File: src/rtl/ps2_pkg.sv
// Shared constants for the PS/2 keyboard receiver:
// FIFO depth default and 7-segment patterns.
`timescale 1ns/1ps
package ps2_pkg;

  localparam int PS2_FIFO_DEPTH = 8;

  localparam logic [6:0] SEG_BLANK = 7'h7F;

  // Active-low g..a patterns, digit F first.
  localparam logic [15:0][6:0] SEG_TABLE = {
    7'h0E, 7'h06, 7'h21, 7'h46,
    7'h03, 7'h08, 7'h10, 7'h00,
    7'h78, 7'h02, 7'h12, 7'h19,
    7'h30, 7'h24, 7'h79, 7'h40
  };

endpackage

File: src/rtl/bcd7seg.sv
// Hex digit to active-low 7-segment pattern.
`timescale 1ns/1ps
module bcd7seg
  import ps2_pkg::*;
(
  input  logic [3:0] b,
  output logic [6:0] h
);

  assign h = SEG_TABLE[b];

endmodule

File: src/rtl/ps2_keyboard_rx.sv
// PS/2 keyboard frame receiver with show-ahead FIFO and hex display.
// Optional odd-parity validation: define PS2_PARITY_CHECK_EN.
`timescale 1ns/1ps
module ps2_keyboard_rx
  import ps2_pkg::*;
#(
  parameter int FIFO_DEPTH = PS2_FIFO_DEPTH
) (
  input  logic       clk,
  input  logic       clrn,
  input  logic       ps2_clk,
  input  logic       ps2_data,
  input  logic       nextdata_n,
  output logic [7:0] data,
  output logic       ready,
  output logic       overflow,
  output logic       sampling,
  output logic [6:0] h1,
  output logic [6:0] h2
);

  localparam int AW = $clog2(FIFO_DEPTH);

  logic [2:0]    sync;
  logic          fall;
  logic [3:0]    count;
  logic [9:0]    buffer;
  logic [7:0]    mem [FIFO_DEPTH];
  logic [AW:0]   wptr;
  logic [AW:0]   rptr;
  logic          empty;
  logic          full;
  logic          pop;
  logic          push;
  logic          drop;
  logic          frame_end;
  logic          frame_ok;
  logic          parity_ok;
  logic [6:0]    seg_lo;
  logic [6:0]    seg_hi;

  assign fall      = sync[2] & ~sync[1];
  assign frame_end = fall & (count == 4'd10);

`ifdef PS2_PARITY_CHECK_EN
  assign parity_ok = ^buffer[9:1];
`else
  logic unused_parity;
  assign parity_ok     = 1'b1;
  assign unused_parity = buffer[9];
`endif

  assign frame_ok = ~buffer[0] & ps2_data & parity_ok;

  assign empty = (wptr == rptr);
  assign full  = (wptr[AW] != rptr[AW]) &&
                 (wptr[AW-1:0] == rptr[AW-1:0]);

  // A pop in the same cycle frees the slot a full FIFO needs.
  assign pop  = ~nextdata_n & ~empty;
  assign push = frame_end & frame_ok & (~full | pop);
  assign drop = frame_end & frame_ok & full & ~pop;

  always_ff @(posedge clk or posedge clrn) begin
    if (clrn) begin
      sync     <= 3'b111;
      sampling <= 1'b0;
      count    <= 4'd0;
      buffer   <= 10'd0;
    end else begin
      sync     <= {sync[1:0], ps2_clk};
      sampling <= fall;
      if (fall) begin
        if (count == 4'd10) begin
          count <= 4'd0;
        end else begin
          buffer[count] <= ps2_data;
          count         <= count + 4'd1;
        end
      end
    end
  end

  always_ff @(posedge clk or posedge clrn) begin
    if (clrn) begin
      for (int i = 0; i < FIFO_DEPTH; i++) begin
        mem[i] <= 8'd0;
      end
      wptr     <= '0;
      rptr     <= '0;
      overflow <= 1'b0;
    end else begin
      if (push) begin
        mem[wptr[AW-1:0]] <= buffer[8:1];
        wptr              <= wptr + 1'b1;
      end
      if (pop) begin
        rptr <= rptr + 1'b1;
      end
      if (drop) begin
        overflow <= 1'b1;
      end
    end
  end

  assign data  = mem[rptr[AW-1:0]];
  assign ready = ~empty;

  bcd7seg u_seg_lo (
    .b (data[3:0]),
    .h (seg_lo)
  );

  bcd7seg u_seg_hi (
    .b (data[7:4]),
    .h (seg_hi)
  );

  assign h1 = ready ? seg_lo : SEG_BLANK;
  assign h2 = ready ? seg_hi : SEG_BLANK;

endmodule

File: config.mk
export PLATFORM = sky130hd
export DESIGN_NAME = ps2_keyboard_rx
export DESIGN_NICKNAME = d
export VERILOG_FILES = /design/src/rtl/ps2_pkg.sv /design/src/rtl/bcd7seg.sv /design/src/rtl/ps2_keyboard_rx.sv
export SDC_FILE = /design/constraint.sdc
export NUM_CORES = 1
export LEC_CHECK = 0
export CAP_MARGIN = 20
export CELL_PAD_IN_SITES_DETAIL_PLACEMENT = 1
export CELL_PAD_IN_SITES_GLOBAL_PLACEMENT = 1
export CORE_MARGIN = 10
export CORE_UTILIZATION = 50
export CTS_CLUSTER_DIAMETER = 100
export DETAILED_ROUTE_END_ITERATION = 16
export DONT_BUFFER_PORTS = 1
export MAX_ROUTING_LAYER = met4
export PLACE_DENSITY = 0.76
export SYNTH_ARGS = -nofsm -noshare
export SYNTH_HDL_FRONTEND = slang
export SYNTH_SLANG_ARGS = --single-unit
File: constraint.sdc
create_clock -name clk -period 3.7 [get_ports clk]
set_input_delay 0.74 -clock clk [delete_from_list [all_inputs] [get_ports clk]]
set_output_delay 0.74 -clock clk [all_outputs]
set_load 0.02 [all_outputs]
==> results.ini <==
[detailed_routing]
remaining_drc_errors = 0
vias = 3044
wire_per_inst_um = 20.3
drt-pass1-iter-count = 4
ant_nets = 0
via_per_inst = 5.81
drt-total-wl_um = 10600
drtIter0Drc = 104

[power]
pwr-share-clk_pct = 17.7
ir_worst_vdd_mv = 0.363
combPwrFrac_pct = 44.7
seq_power_share_pct = 37.6
switching_share_pct = 42.1
cellLeakagePower_nw = 2.61
power.density_nw_per_um2 = 692
switching_power_w = 0.00154
p_int_w = 0.00212

[final_layout]
final_cell_area_um2 = 5300
area_delta_synth_final_pct = 9.89
insertedDiodeCount = 0
multiInputGateArea_um2 = 2390
seqCellArea_um2 = 2260
final_nets = 409
finalNonFillerCells = 524
nFillCells = 951
final_layout_size_suffix_gt1_share_pct = 41.5

[critical_path]
endpoint_kind = primary output
arrival_ps = 2850
crit-reg2reg-capture = mem[3]
r2r_slack_ps = 1000
critical_path.max_fanout = 7
cp.required_ps = 2960
crit_type = reg -> out
cp-start-kind = register
rr_worst_depth = 6
timing.rr.start = count[0]

[grt]
overflow = 0
grt_usage_pct = 16.2
grt_max_degree = 53
grt_pass1_wl_um = 17800
grt_pass1_vias = 3328
antenna_found_initial = 0

[sta]
hold_viol = 0
fin_crit_ps = 3590
tns_ps = 0
clock.fmax_mhz = 278
finalMaxSlewViolations = 0
min_period_over_period_pct = 97.1
slew_headroom_pct = 42.1
finClkSkew_ps = 13.8
worst_pin_slew_ps = 868
finalSetupViolCount = 0
rsz0062_at_grt = no

[cts]
clk_latency_ps = 360
clockBufferDepth = 2
cts-buffers-inserted = 9
htree_levels = 3
cts_tree = built
cts_root_buffer = clkbuf_8
ctsHoldBuffers = 0
clkTransAtPathRegs_ps = 80
clock-sinks = 90

[die]
core_um2 = 9330
die_h_um = 118
io-pin-count = 30
die_w_um = 118
dieArea_um2 = 14000
row_count = 35
start_util_pct = 51.7

[worst_hold_path]
whs_path_depth = 0
min_to = sync[1]
worstHoldPathType = reg -> reg
min_from = sync[0]

[placed_design]
io_buffers = 0
routabilityCongestion = 0.810
dpl-instance-area_um2 = 5040
place_inst = 503
dp_hpwl_um = 7780

[yosys]
yosysSeqAreaShare_pct = 46.8
netlist_area_um2 = 4820
postSynthAreaPerCell_um2 = 13.1
synthCells = 367
ys_warn_count = 0
yosys.cell_types.count = 59
yosys_register_bits = 90
synth_nets = 386

[outcome]
status = finished clean

[flow_run]
drv_cap = 0

## metrics by stage
step	utilization, %	total power, W	hold slack, ps	setup slack, ps
finish	56.8	0.00367	358	106
global route	56.8	0.00393	362	14.5
detailed placement	54.0	0.00298	350	297
CTS	56.2	0.00364	359	66.1
global placement	54.0	0.00293	353	387
floorplan	-	0.00254	345	421
## flip-flops by register name (all words and copies together), names as in the netlist
name	count
overflow	1
rptr	4
buffer	9
sync	3
wptr	4
mem	64
count	4
sampling	1
## power by group through the flow
stage / Clock, W / Combinational [W] / Sequential [W]
6_report: 0.000649 / 0.00164 / 0.00138
5_1_grt: 0.000712 / 0.00180 / 0.00142
4_1_cts: 0.000663 / 0.00156 / 0.00141
3_5_place_dp: 0 / 0.00155 / 0.00143
3_3_place_gp: 0 / 0.00151 / 0.00142
2_1_floorplan: 0 / 0.00129 / 0.00125
## cell usage after synthesis, drive strengths merged
| cell type | instances | area [µm²] |
|---|---|---|
| dfrtp | 87 | 2180 |
| mux2 | 82 | 923 |
| nand2 | 19 | 78.8 |
| buf | 15 | 124 |
| nor2 | 15 | 56.3 |
| ha | 14 | 175 |
| mux2i | 12 | 149 |
| o21ai | 12 | 60.1 |
| inv | 11 | 41.3 |
| nand3 | 11 | 67.6 |
| mux4 | 9 | 203 |
| a221o | 7 | 70.1 |
| xnor2 | 7 | 61.3 |
| nor2b | 6 | 37.5 |
| xor2 | 6 | 52.6 |
| nand2b | 5 | 31.3 |
| nor3 | 5 | 30.0 |
| a31oi | 4 | 25.0 |
| dfstp | 3 | 78.8 |
| nand4b | 3 | 71.3 |
| nor3b | 3 | 22.5 |
| nor4 | 3 | 33.8 |
| a2111oi | 2 | 17.5 |
| a21boi | 2 | 26.3 |
| a22oi | 2 | 20.0 |
| a32oi | 2 | 17.5 |
| nand4 | 2 | 18.8 |
| o22a | 2 | 17.5 |
| a211oi | 1 | 7.51 |
| a22o | 1 | 8.76 |
| a31o | 1 | 8.76 |
| a41o | 1 | 10.0 |
| and2 | 1 | 6.26 |
| and4b | 1 | 10.0 |
| and4bb | 1 | 12.5 |
| clkbuf | 1 | 3.75 |
| clkinv | 1 | 3.75 |
| nand3b | 1 | 20.0 |
| o211ai | 1 | 7.51 |
| o21a | 1 | 7.51 |
| o22ai | 1 | 6.26 |
| o31ai | 1 | 7.51 |
| or3 | 1 | 6.26 |
| or4 | 1 | 7.51 |
## worst max-delay path by stage
stage	cells after the start	slack, ps	start	endpoint
final	9	110	rptr[1]	h2[0]
after floorplan	10	420	rptr[0]	h1[0]
after CTS	7	70	rptr[1]	h2[0]
after global placement	9	390	rptr[1]	h1[4]
after detailed placement	10	300	rptr[1]	h1[0]
after global routing	9	10	rptr[1]	h2[5]
## cell usage in the layout, fill, tap and decap left out, drive strengths merged, types with 2 or more instances in the layout
cell type  instances
mux2i             12
nand2b             5
xor2               6
nand3             11
ha                14
clkbuf            12
a32oi              2
buf               28
a22oi              2
a221o              7
a21boi             2
mux4               9
nand4b             3
o21ai             12
dfstp              3
o22a               2
clkinv             4
mux2              82
nor3b              3
inv               11
nor2b              6
nor2              15
a31oi              4
nand2             19
xnor2              7
dfrtp             87
a2111oi            2
nand4              2
nor3               5
nor4               3
## kinds of logic (layout without fill, tap and decap cells)
group	Yosys count	in the layout	synth area share [%]
adders and majority gates	14	14	3.63
DFF	90	90	46.8
muxes	103	103	26.4
xor gates and xnor gates	13	13	2.36
AOI/OAI and AO/OA	41	41	6.59
buffers and inverters	28	56	3.58
and+or+nand+nor	78	78	10.6
## layout make-up
cell class | instances | area share, %
Tap cell | 129 | 3.05
Sequential cell | 90 | 42.7
Multi-Input combinational cell | 249 | 45.2
Inverter | 12 | 0.874
Clock inverter | 4 | 0.638
Timing Repair Buffer | 28 | 4.44
Clock buffer | 12 | 3.12
## metal layers
layer,part of all wire [%],GRT usage [%],vias up
li1,-,-,1390
met1,45,19.1,1590
met3,4.1,3.47,10
met2,50,26.7,54
met4,1.4,5.64,0
met5,0,-,-
## worst max-delay path, stage by stage (launching register included)
cell and delay, ps:
dfrtp_2 450, buf_12 150, buf_4 150, mux4_2 320, mux2i_4 280, inv_1 250, ha_1 270, a2111oi_0 350
a31o_2 180, a31oi_1 100
## repair_timing
action	4_1_cts	5_1_grt
setup endpoints to repair	6	7
resized for setup	2	4
buffers inserted	0	5
Note: power is estimated with default switching activity, not from simulation.
